### src/rtl/vga_probe_pkg.sv
// vga_probe_pkg
//   Definitions shared by the XVGA probe logic: tracker FSM encoding, datapath
//   widths, and the colours the display pipeline paints its blobs with.
//   Ports: none (package).
package vga_probe_pkg;

  localparam int X_W   = 11;
  localparam int Y_W   = 10;
  localparam int CNT_W = 20;
  localparam int SUM_W = 30;

  typedef enum logic [1:0] {
    WAIT_FRAME = 2'd0,
    VSYNC      = 2'd1,
    ACCUM      = 2'd2
  } tracker_state_t;

  localparam logic [23:0] COLOR_ROVER    = 24'hFF_00_00;
  localparam logic [23:0] COLOR_TARGET   = 24'h00_FF_00;
  localparam logic [23:0] COLOR_ORIENTED = 24'h00_00_FF;

  function automatic logic color_match(input logic [23:0] pix,
                                       input logic [23:0] color,
                                       input logic [23:0] mask);
    return (pix & mask) == (color & mask);
  endfunction

endpackage

### src/rtl/vga_sync_edge.sv
// vga_sync_edge
//   Double-registers one raster control signal and produces registered
//   one-cycle rise/fall pulses that line up with the second register stage.
//   Ports:
//     vclock  in   pixel clock
//     reset   in   asynchronous, active-high
//     d       in   raw signal from the display pipeline
//     q       out  signal after two register stages
//     rise    out  1 on the first cycle q reads 1 after reading 0
//     fall    out  1 on the first cycle q reads 0 after reading 1
module vga_sync_edge (
  input  logic vclock,
  input  logic reset,
  input  logic d,
  output logic q,
  output logic rise,
  output logic fall
);

  logic s1;

  always_ff @(posedge vclock or posedge reset) begin
    if (reset) begin
      s1   <= 1'b0;
      q    <= 1'b0;
      rise <= 1'b0;
      fall <= 1'b0;
    end else begin
      s1   <= d;
      q    <= s1;
      rise <= s1 & ~q;
      fall <= ~s1 & q;
    end
  end

endmodule

### src/rtl/vga_color_tracker.sv
// vga_color_tracker
//   Rebuilds raster coordinates from the delayed XVGA sync/blank stream and
//   reports, once per frame, the bounding box and number of pixels matching
//   MATCH_COLOR under MATCH_MASK.
//   Optional build macro: TRACKER_SUMS_EN adds sum_x/sum_y (centroid sums).
//   Ports:
//     vclock        in   65 MHz pixel clock
//     reset         in   asynchronous, active-high
//     phsync/pvsync in   sync, active low
//     pblank        in   1 = blanking interval
//     pixel         in   24-bit colour (r=23:16, g=15:8, b=7:0)
//     frame_ack     in   consumer has taken the result
//     frame_valid   out  result registers hold a completed frame
//     found         out  published match_count != 0
//     min_x/max_x   out  bounding box x (0 = left)
//     min_y/max_y   out  bounding box y (0 = top)
//     match_count   out  matching pixels in the frame (saturating)
//     sync_error    out  sticky; line or frame length mismatch
//     overrun       out  sticky; unacknowledged result overwritten
//     sum_x/sum_y   out  (TRACKER_SUMS_EN) coordinate sums of matching pixels
//
//   state      | meaning
//   WAIT_FRAME | after reset, discarding the partial frame in flight
//   VSYNC      | inside vertical sync, waiting for its end
//   ACCUM      | accumulating the current frame until the next vsync
module vga_color_tracker
  import vga_probe_pkg::*;
#(
  parameter int          H_ACTIVE    = 1024,
  parameter int          V_ACTIVE    = 768,
  parameter logic [23:0] MATCH_COLOR = COLOR_ROVER,
  parameter logic [23:0] MATCH_MASK  = 24'hFF_FF_FF
) (
  input  logic             vclock,
  input  logic             reset,
  input  logic             phsync,
  input  logic             pvsync,
  input  logic             pblank,
  input  logic [23:0]      pixel,
  input  logic             frame_ack,
  output logic             frame_valid,
  output logic             found,
  output logic [X_W-1:0]   min_x,
  output logic [X_W-1:0]   max_x,
  output logic [Y_W-1:0]   min_y,
  output logic [Y_W-1:0]   max_y,
  output logic [CNT_W-1:0] match_count,
  output logic             sync_error,
  output logic             overrun
`ifdef TRACKER_SUMS_EN
  ,
  output logic [SUM_W-1:0] sum_x,
  output logic [SUM_W-1:0] sum_y
`endif
);

  logic hs_q, hs_rise, hs_fall;
  logic vs_q, vs_rise, vs_fall;
  logic blank_q, blank_rise, blank_fall;
  logic [23:0] pix_s1, pix_s2;

  vga_sync_edge u_hsync (.vclock(vclock), .reset(reset), .d(phsync),
                         .q(hs_q), .rise(hs_rise), .fall(hs_fall));
  vga_sync_edge u_vsync (.vclock(vclock), .reset(reset), .d(pvsync),
                         .q(vs_q), .rise(vs_rise), .fall(vs_fall));
  vga_sync_edge u_blank (.vclock(vclock), .reset(reset), .d(pblank),
                         .q(blank_q), .rise(blank_rise), .fall(blank_fall));

  // Coordinates come from blank alone; hsync and the vsync level are carried
  // along only so all three controls see identical pipeline delay.
  logic unused_sync;
  assign unused_sync = ^{hs_q, hs_rise, hs_fall, vs_q};

  // Pixel delayed by the same two stages as the control pulses.
  always_ff @(posedge vclock or posedge reset) begin
    if (reset) begin
      pix_s1 <= '0;
      pix_s2 <= '0;
    end else begin
      pix_s1 <= pixel;
      pix_s2 <= pix_s1;
    end
  end

  tracker_state_t state_q, state_d;
  logic start_frame, publish;

  always_ff @(posedge vclock or posedge reset) begin
    if (reset) state_q <= WAIT_FRAME;
    else       state_q <= state_d;
  end

  always_comb begin
    state_d     = state_q;
    start_frame = 1'b0;
    publish     = 1'b0;
    case (state_q)
      WAIT_FRAME: if (vs_fall) state_d = VSYNC;
      VSYNC: if (vs_rise) begin
        state_d     = ACCUM;
        start_frame = 1'b1;
      end
      ACCUM: if (vs_fall) begin
        state_d = VSYNC;
        publish = 1'b1;
      end
      default: state_d = WAIT_FRAME;
    endcase
  end

  logic [X_W-1:0] x_cnt, x_use;
  logic [Y_W-1:0] y_cnt, y_inc, y_chk;
  logic           eol, hit;

  // First active cycle of a line is x=0 regardless of the counter's history.
  assign x_use = blank_fall ? '0 : x_cnt;
  assign eol   = blank_rise;
  assign y_inc = (y_cnt == '1) ? y_cnt : y_cnt + 1'b1;
  // A line ending in the publish cycle is counted before the frame check.
  assign y_chk = eol ? y_inc : y_cnt;
  assign hit   = (state_q == ACCUM) && !blank_q &&
                 color_match(pix_s2, MATCH_COLOR, MATCH_MASK);

  logic [CNT_W-1:0] acc_cnt, cnt_d;
  logic [X_W-1:0]   acc_min_x, acc_max_x, min_x_d, max_x_d;
  logic [Y_W-1:0]   acc_min_y, acc_max_y, min_y_d, max_y_d;
  logic             any_d;
`ifdef TRACKER_SUMS_EN
  logic [SUM_W-1:0] acc_sum_x, acc_sum_y, sum_x_d, sum_y_d;
`endif

  // Next accumulator values; the publish path takes these so a match in the
  // publish cycle itself is not lost.
  always_comb begin
    cnt_d   = acc_cnt;
    min_x_d = acc_min_x;
    max_x_d = acc_max_x;
    min_y_d = acc_min_y;
    max_y_d = acc_max_y;
`ifdef TRACKER_SUMS_EN
    sum_x_d = acc_sum_x;
    sum_y_d = acc_sum_y;
`endif
    if (hit) begin
      if (acc_cnt != '1) cnt_d = acc_cnt + 1'b1;
      if (x_use < acc_min_x) min_x_d = x_use;
      if (x_use > acc_max_x) max_x_d = x_use;
      if (y_cnt < acc_min_y) min_y_d = y_cnt;
      if (y_cnt > acc_max_y) max_y_d = y_cnt;
`ifdef TRACKER_SUMS_EN
      sum_x_d = acc_sum_x + {{(SUM_W-X_W){1'b0}}, x_use};
      sum_y_d = acc_sum_y + {{(SUM_W-Y_W){1'b0}}, y_cnt};
`endif
    end
  end

  assign any_d = (cnt_d != '0);

  always_ff @(posedge vclock or posedge reset) begin
    if (reset) begin
      x_cnt     <= '0;
      y_cnt     <= '0;
      acc_cnt   <= '0;
      acc_min_x <= '1;
      acc_max_x <= '0;
      acc_min_y <= '1;
      acc_max_y <= '0;
`ifdef TRACKER_SUMS_EN
      acc_sum_x <= '0;
      acc_sum_y <= '0;
`endif
    end else begin
      if (!blank_q) x_cnt <= (x_use == '1) ? x_use : x_use + 1'b1;
      if (start_frame)  y_cnt <= '0;
      else if (eol)     y_cnt <= y_inc;
      if (start_frame) begin
        acc_cnt   <= '0;
        acc_min_x <= '1;
        acc_max_x <= '0;
        acc_min_y <= '1;
        acc_max_y <= '0;
`ifdef TRACKER_SUMS_EN
        acc_sum_x <= '0;
        acc_sum_y <= '0;
`endif
      end else begin
        acc_cnt   <= cnt_d;
        acc_min_x <= min_x_d;
        acc_max_x <= max_x_d;
        acc_min_y <= min_y_d;
        acc_max_y <= max_y_d;
`ifdef TRACKER_SUMS_EN
        acc_sum_x <= sum_x_d;
        acc_sum_y <= sum_y_d;
`endif
      end
    end
  end

  always_ff @(posedge vclock or posedge reset) begin
    if (reset) begin
      frame_valid <= 1'b0;
      found       <= 1'b0;
      min_x       <= '0;
      max_x       <= '0;
      min_y       <= '0;
      max_y       <= '0;
      match_count <= '0;
      sync_error  <= 1'b0;
      overrun     <= 1'b0;
`ifdef TRACKER_SUMS_EN
      sum_x       <= '0;
      sum_y       <= '0;
`endif
    end else begin
      if (publish) begin
        frame_valid <= 1'b1;
        found       <= any_d;
        match_count <= cnt_d;
        min_x       <= any_d ? min_x_d : '0;
        max_x       <= any_d ? max_x_d : '0;
        min_y       <= any_d ? min_y_d : '0;
        max_y       <= any_d ? max_y_d : '0;
`ifdef TRACKER_SUMS_EN
        sum_x       <= sum_x_d;
        sum_y       <= sum_y_d;
`endif
        // An ack landing with the publish consumed the old result.
        if (frame_valid && !frame_ack) overrun <= 1'b1;
      end else if (frame_ack) begin
        frame_valid <= 1'b0;
      end
      if ((state_q == ACCUM) && eol && (x_cnt != X_W'(H_ACTIVE)))
        sync_error <= 1'b1;
      if (publish && (y_chk != Y_W'(V_ACTIVE)))
        sync_error <= 1'b1;
    end
  end

endmodule

### config.mk
export PLATFORM = sky130hd
export DESIGN_NAME = vga_color_tracker
export DESIGN_NICKNAME = d
export VERILOG_FILES = /design/src/rtl/vga_probe_pkg.sv /design/src/rtl/vga_sync_edge.sv /design/src/rtl/vga_color_tracker.sv
export SDC_FILE = /design/constraint.sdc
export NUM_CORES = 1
export LEC_CHECK = 0
export CORE_UTILIZATION = 52
export DETAILED_ROUTE_END_ITERATION = 10
export PLACE_DENSITY = 0.77
export REMOVE_ABC_BUFFERS = 1
export SYNTH_ARGS = -nofsm -noshare
export SYNTH_HDL_FRONTEND = slang
export SYNTH_HIERARCHICAL = 1
export SYNTH_SLANG_ARGS = --single-unit
### constraint.sdc
create_clock -name vclock -period 7.1 [get_ports vclock]
set_input_delay 1.42 -clock vclock [delete_from_list [all_inputs] [get_ports vclock]]
set_output_delay 1.42 -clock vclock [all_outputs]
set_load 0.05 [all_outputs]
* Word level (Yosys, flattened, before mapping) *
Cells that the tools add are included.

storage, ports and cells
  input bits = 30
  logic and storage cells = 102
  output and inout bits = 66
  bits in registers = 207

operators by class
  add/sub/neg operators = 3
  eq/ne operators = 10
  $lt $le $gt $ge = 4
  multiplexer cells = 35
  bitwise operators = 8
  reduce and logical (&&, ||, !) cells = 15

operators by type and width
  cell                     number
  $mux W10                 11
  $mux W11                 10
  $mux W20                 3
  $eq A24 B24 Y1 const B   1
  $add A20 B1 Y20 const B  1
  $ne A20 B20 Y1 const B   1
  $reduce_bool A20 Y1      1
  $add A11 B1 Y11 const B  1
  $eq A11 B11 Y1 const B   1
  $gt A11 B11 Y1           1
  $lt A11 B11 Y1           1
  $ne A11 B11 Y1 const B   1
  $add A10 B1 Y10 const B  1
  $eq A10 B10 Y1 const B   1
  $gt A10 B10 Y1           1
  $lt A10 B10 Y1           1
  $ne A10 B10 Y1 const B   1
  $mux W1                  8
  $logic_and A1 B1 Y1      6
  $and A1 B1 Y1            4
  $mux W2                  2
  $ne A2 B1 Y1 const B     2
  $not A1 Y1               4
  $pmux W2 S2              1
  7 further kinds          10

* Longest topological paths before layout *
  word-level depth = 6
  depth in mapped cells = 12
  mapped depth without buffers = 11

* Hierarchy *
Netlist, hierarchy kept.

modules (own cells, without submodules)
  module             sequential area each (um^2)  area each (um^2)  instances  cells each
  vga_color_tracker  5,006.1                      9,551.7           1          906
  vga_sync_edge      100.1                        118.9             2          7

* Worst setup path before layout *
No wires, ideal clock.

  path kind = reg2reg
  start point = reg acc_cnt[0]
  end point = reg max_x[1]
  setup time = 151 ps
  clock period less this slack = 3,196 ps
  cell stages (with the launch flop) = 11
  buffers on the path = 1
  path slack = 3,904 ps
  arrival time = 3,046 ps
  data required time = 6,949 ps
  cell sequence = dfrtp_1 -> ha_1 -> nand4_1 -> nor3_4 -> or4b_2 -> xor2_1 -> nand4_1 -> a2111o_1 -> nor4_4 -> buf_6 -> a211oi_2

on the way
  longest elaborated chain between the ends = 5
  elaborated cells on any way between the ends = 6
  classes of those cells = 1 x add/sub; 1 x eq/ne; 3 x mux; 1 x reduce/logical

RTL lines
  element                                            line                      source
  start: declaration                                 vga_color_tracker.sv:124  logic [CNT_W-1:0] acc_cnt, cnt_d;
  start signal: assignment                           vga_color_tracker.sv:187  acc_cnt <= cnt_d;
  $add A20 B1 Y20 or $ne A20 B20 Y1 (tied branches)  vga_color_tracker.sv:145  if (acc_cnt != '1) cnt_d = acc_cnt + 1'b1;
  $mux W20                                           vga_color_tracker.sv:145
  $mux W20 (*)                                       vga_color_tracker.sv:144  if (hit) begin
  $reduce_bool A20 Y1 (*)                            vga_color_tracker.sv:157  assign any_d = (cnt_d != '0);
  $mux W11 (*)                                       vga_color_tracker.sv:221  max_x <= any_d ? max_x_d : '0;
  end signal: assignment                             vga_color_tracker.sv:221
  end: declaration                                   vga_color_tracker.sv:44   output logic [X_W-1:0] max_x,

Mark *: on every way between the ends. The rest lies on a longest branch, timed or not.
A chain may end at the register's enable or synchronous reset.

* Worst setup path after layout *
  start point = reg u_blank.q
  end point = reg max_y[0]

on the way
  longest elaborated chain between the ends = 6
  elaborated cells on any way between the ends = 7
  classes of those cells = 3 x mux; 4 x reduce/logical

RTL lines
  element                               line                      source
  start: declaration                    vga_sync_edge.sv:15       output logic q,
  start signal: assignment              vga_sync_edge.sv:25       q <= 1'b0;
  start signal: assignment              vga_sync_edge.sv:30       q <= s1;
  $logic_not A1 Y1 (*)                  n/a
  $logic_and A1 B1 Y1 (*) (2 in a row)  vga_color_tracker.sv:121  assign hit = (state_q == ACCUM) && !blank_q &&
  $mux W20                              vga_color_tracker.sv:144
  $reduce_bool A20 Y1                   vga_color_tracker.sv:157
  $mux W10 (*)                          vga_color_tracker.sv:223  max_y <= any_d ? max_y_d : '0;
  end signal: assignment                vga_color_tracker.sv:223
  end: declaration                      vga_color_tracker.sv:46   output logic [Y_W-1:0] max_y,

Marks and branches as above.

==> summary.md <==
| Metric | Value |
|---|---|
| Outcome | `finished with violations` |
| Failing checks | `design-rule violations` |
| Syn avg cell area | `between 10 and 15 um^2` |
| Vias per cell | `5.57` |
| Async S/R FF share, synth | `1.00` |
| Gate Count Post-Synth | `920` |
| First-pass GRT wire length | `roughly 34,000 um` |
| Post-synth EDFFs | `0` |
| Crit Reg-Reg Endpoint | `max_y[0]$_DFFE_PP0P_` |
| CTS tree | `yes` |
| Std-Cell Core Area | `18,200 um^2` |
| Final Skew | `14.8 ps` |
| Sequential share of the synthesized area | `0.532` |
| Overflow after GRT | `0` |
| Power Total | `~0.0038 W` |
| Compound-Gate Fraction of Synth Area | `0.126` |
| Final antenna-violating net count | `0` |
| Port Buffers | `94` |
| IO Count | `between 90 and 100` |
| Max IR drop VDD | `327 uV` |
| Remaining DRCs | `9` |
| Cell area after synthesis | `between 9000 and 10,000 um^2` |
| Sequential cell area | `approximately 5200 um^2` |
| Layout cells sized above 1 | `0.122` |
| Worst setup SP type | `flop` |
| Inserted Clock Buffers | `22` |
| CP max FO | `43` |
| Vias in the first global route | `6,764` |
| Largest family of logic cells by synthesized area | `simple AND/OR/NAND/NOR gates` |
| Initial Util | `0.538` |
| Worst-path clk slew | `about 60 ps` |
| Synth area leaders | `dfrtp_1 48%, dfstp_2 5.6%, ha_1 5.0%, nor2_1 4.7%, mux2i_1 4.6%` |
| TritonRoute pass-1 iters | `9` |
| RSZ-0062 raised after global routing | `false` |
| Most frequent cell after synthesis | `dfrtp_1` |
| Post-CTS sizing | `0` |
| Critical R2R Launch | `u_blank/q$_DFF_PP0_` |
| Worst Setup Path Type | `flop to flop` |
| Hold path start | `pix_s1[8]$_DFF_PP0_` |
| Die area | `19,400 um^2` |
| CP required | `7440 ps` |
| PwrDens | `328 nW/um^2` |
| FF-to-FF path depth | `9` |
| Clock tree buffer depth | `3` |
| Post-CTS Setup Repair Bufs | `0` |
| Gr usage total | `0.213` |
| Cts hold-fix bufs | `0` |
| Detailed placement HPWL | `13,100 um` |
| FMAX | `~230 MHz` |
| Die Wd | `about 140 um` |
| Leakage | `5.18 nW` |
| GPL Wtd Cong | `between 0.8 and 0.9` |
| Area leader, netlist | `dfrtp_1` |
| CP endpoint kind | `flop` |
| CP Data Arrival Time | `around 4600 ps` |
| Area growth syn-to-layout | `18.6%` |
| Top-area cell type share of the netlist area | `0.475` |
| FF-to-FF setup slack | `~2800 ps` |
| Synth top cells by count | `186 x dfrtp_1, 122 x nor2_1, 78 x nand2_1` |
| Post-Synth Adder-Cell Area | `0.0498` |
| Min Hold Slack | `about 340 ps` |
| Crit path time final | `~4300 ps` |
| Multi-input logic area | `between 4000 and 5000 um^2` |
| Synth warnings | `6` |
| DRT iter0 DRCs | `between 400 and 500` |
| Main synth FF type | `dfrtp_1` |
| Final Hold Viols | `0` |
| Hold depth | `0` |
| Hold crit path type | `flop to flop` |
| Initial antenna violation count | `0` |
| Final core utilization | `0.638` |
| Fin nets | `around 1,100` |
| Max-cap violation count | `0` |
| Setup TNS | `0 ps` |
| Max-slew violations | `0` |
| Htree depth | `1` |
| Yosys reg bits | `~210` |
| CTS Sinks | `a little over 200` |
| Vias | `between 6,000 and 7,000` |
| XOR/XNOR Fraction of Synth Area | `0.0268` |
| Die H | `approximately 140 um` |
| Tcrit/Tclk final | `0.600` |
| Clock Root Buffer | `clkbuf_16` |
| # setup viols final | `0` |
| Standard-cell rows | `a little under 50` |
| Post-Synth Simple-Gate Area | `0.173` |
| Multiplexer share of the synthesized area | `0.0506` |
| # fillers | `about 1,400` |
| Pin count of the biggest net entering global routing | `150` |
| Worst Hold Path EP | `pix_s2[8]$_DFF_PP0_` |
| Drt total wl | `between 15,000 and 20,000 um` |
| Slew @ Worst Pin | `approximately 1000 ps` |
| Clk Latency, worst-skew pair | `510 ps` |
| Post-DR wirelength/cell | `15.9 um` |
| Max-Slew Margin vs Limit | `0.312` |
| Antenna cells | `0` |
| Synth cell types | `72` |
-- worst max-delay path, cell delays in order, from the launching register on --
cell and delay, ps:
dfrtp_1 550, nor4_1 410, nand4_2 340, a211oi_2 820, nand2_1 350, xnor2_1 210
a2111o_1 420, nor4_4 250, buf_4 610, a211oi_1 100
-- worst max-delay path by stage --
stage,start,slack (ps),end,cells past startpoint
3_5_place_dp,u_blank/q$_DFF_PP0_,2870,max_y[0]$_DFFE_PP0P_,9
2_1_floorplan,reset,290,acc_cnt[0]$_DFF_PP0_,1
3_3_place_gp,u_blank/q$_DFF_PP0_,2900,max_y[0]$_DFFE_PP0P_,9
6_report,u_blank/q$_DFF_PP0_,2840,max_y[0]$_DFFE_PP0P_,9
4_1_cts,u_blank/q$_DFF_PP0_,2840,max_y[7]$_DFFE_PP0P_,9
5_1_grt,u_blank/q$_DFF_PP0_,2560,min_x[10]$_DFFE_PP0P_,9
-- cell usage in the layout, fill, tap and decap left out, drive strengths merged, types with 8 or more instances in the layout --
cell / Yosys / routed
nor3: 23 / 23
clkbuf: 37 / 27
nand3: 19 / 19
nand4: 23 / 23
clkdlybuf4s50: 0 / 94
a31oi: 8 / 8
nor2b: 14 / 14
xor2: 13 / 13
mux2i: 45 / 45
dfstp: 21 / 21
a21oi: 18 / 18
o21ai: 47 / 47
ha: 39 / 39
nor4: 12 / 12
nor2: 122 / 122
nand2b: 9 / 9
inv: 51 / 52
dfrtp: 186 / 186
a211oi: 44 / 44
xnor2: 17 / 17
nand2: 78 / 78
-- layout make-up --
cell class	instances	share of cell area
sequential	207	0.448
multi-input combinational	613	0.360
clock buffer	27	0.0525
clock inverter	13	0.0121
timing repair buffer	100	0.0849
inverter	51	0.0171
tap	229	0.0247
-- cell families after synthesis --
group                    Yosys count
AO/OA/AOI/OAI                    156
buffers and inverters            100
XOR/XNOR                          30
multiplexers                      49
adder cells (fa/ha/maj)           39
flip-flops                       207
AND/OR/NAND/NOR                  339
-- state kept, by name (all words and copies together) (netlist names), 2 cells and up --
| signal | cells |
|---|---|
| min_y | 10 |
| max_y | 10 |
| min_x | 11 |
| state_q | 2 |
| acc_cnt | 20 |
| max_x | 11 |
| pix_s1 | 24 |
| acc_min_x | 11 |
| match_count | 20 |
| x_cnt | 11 |
| acc_max_x | 11 |
| pix_s2 | 24 |
| acc_min_y | 10 |
| y_cnt | 10 |
| acc_max_y | 10 |
-- power by group --
group	switching (W)	internal (W)	leakage [nW]
registers	0.000150	0.00136	2.60
clock network	0.000470	0.000688	0.361
logic	0.000724	0.000414	2.22
-- stage by stage --
stage / instance area (um^2) / setup slack [ps] / std cells
floorplan: 9560 / 289 / 871
global placement: 10900 / 2900 / 1200
detailed placement: 10900 / 2870 / 1200
CTS: 11600 / 2840 / 1240
global route: 11600 / 2560 / 1240
finish: 11600 / 2840 / 1240
-- per-layer routing --
metal | global-route usage | wire length, um
met1 | 0.297 | 9180
met2 | 0.338 | 9020
met3 | 0.0387 | 1000
met4 | 0.0678 | 556
met5 | 0 | 0
Power figures use the tool's default switching activity.
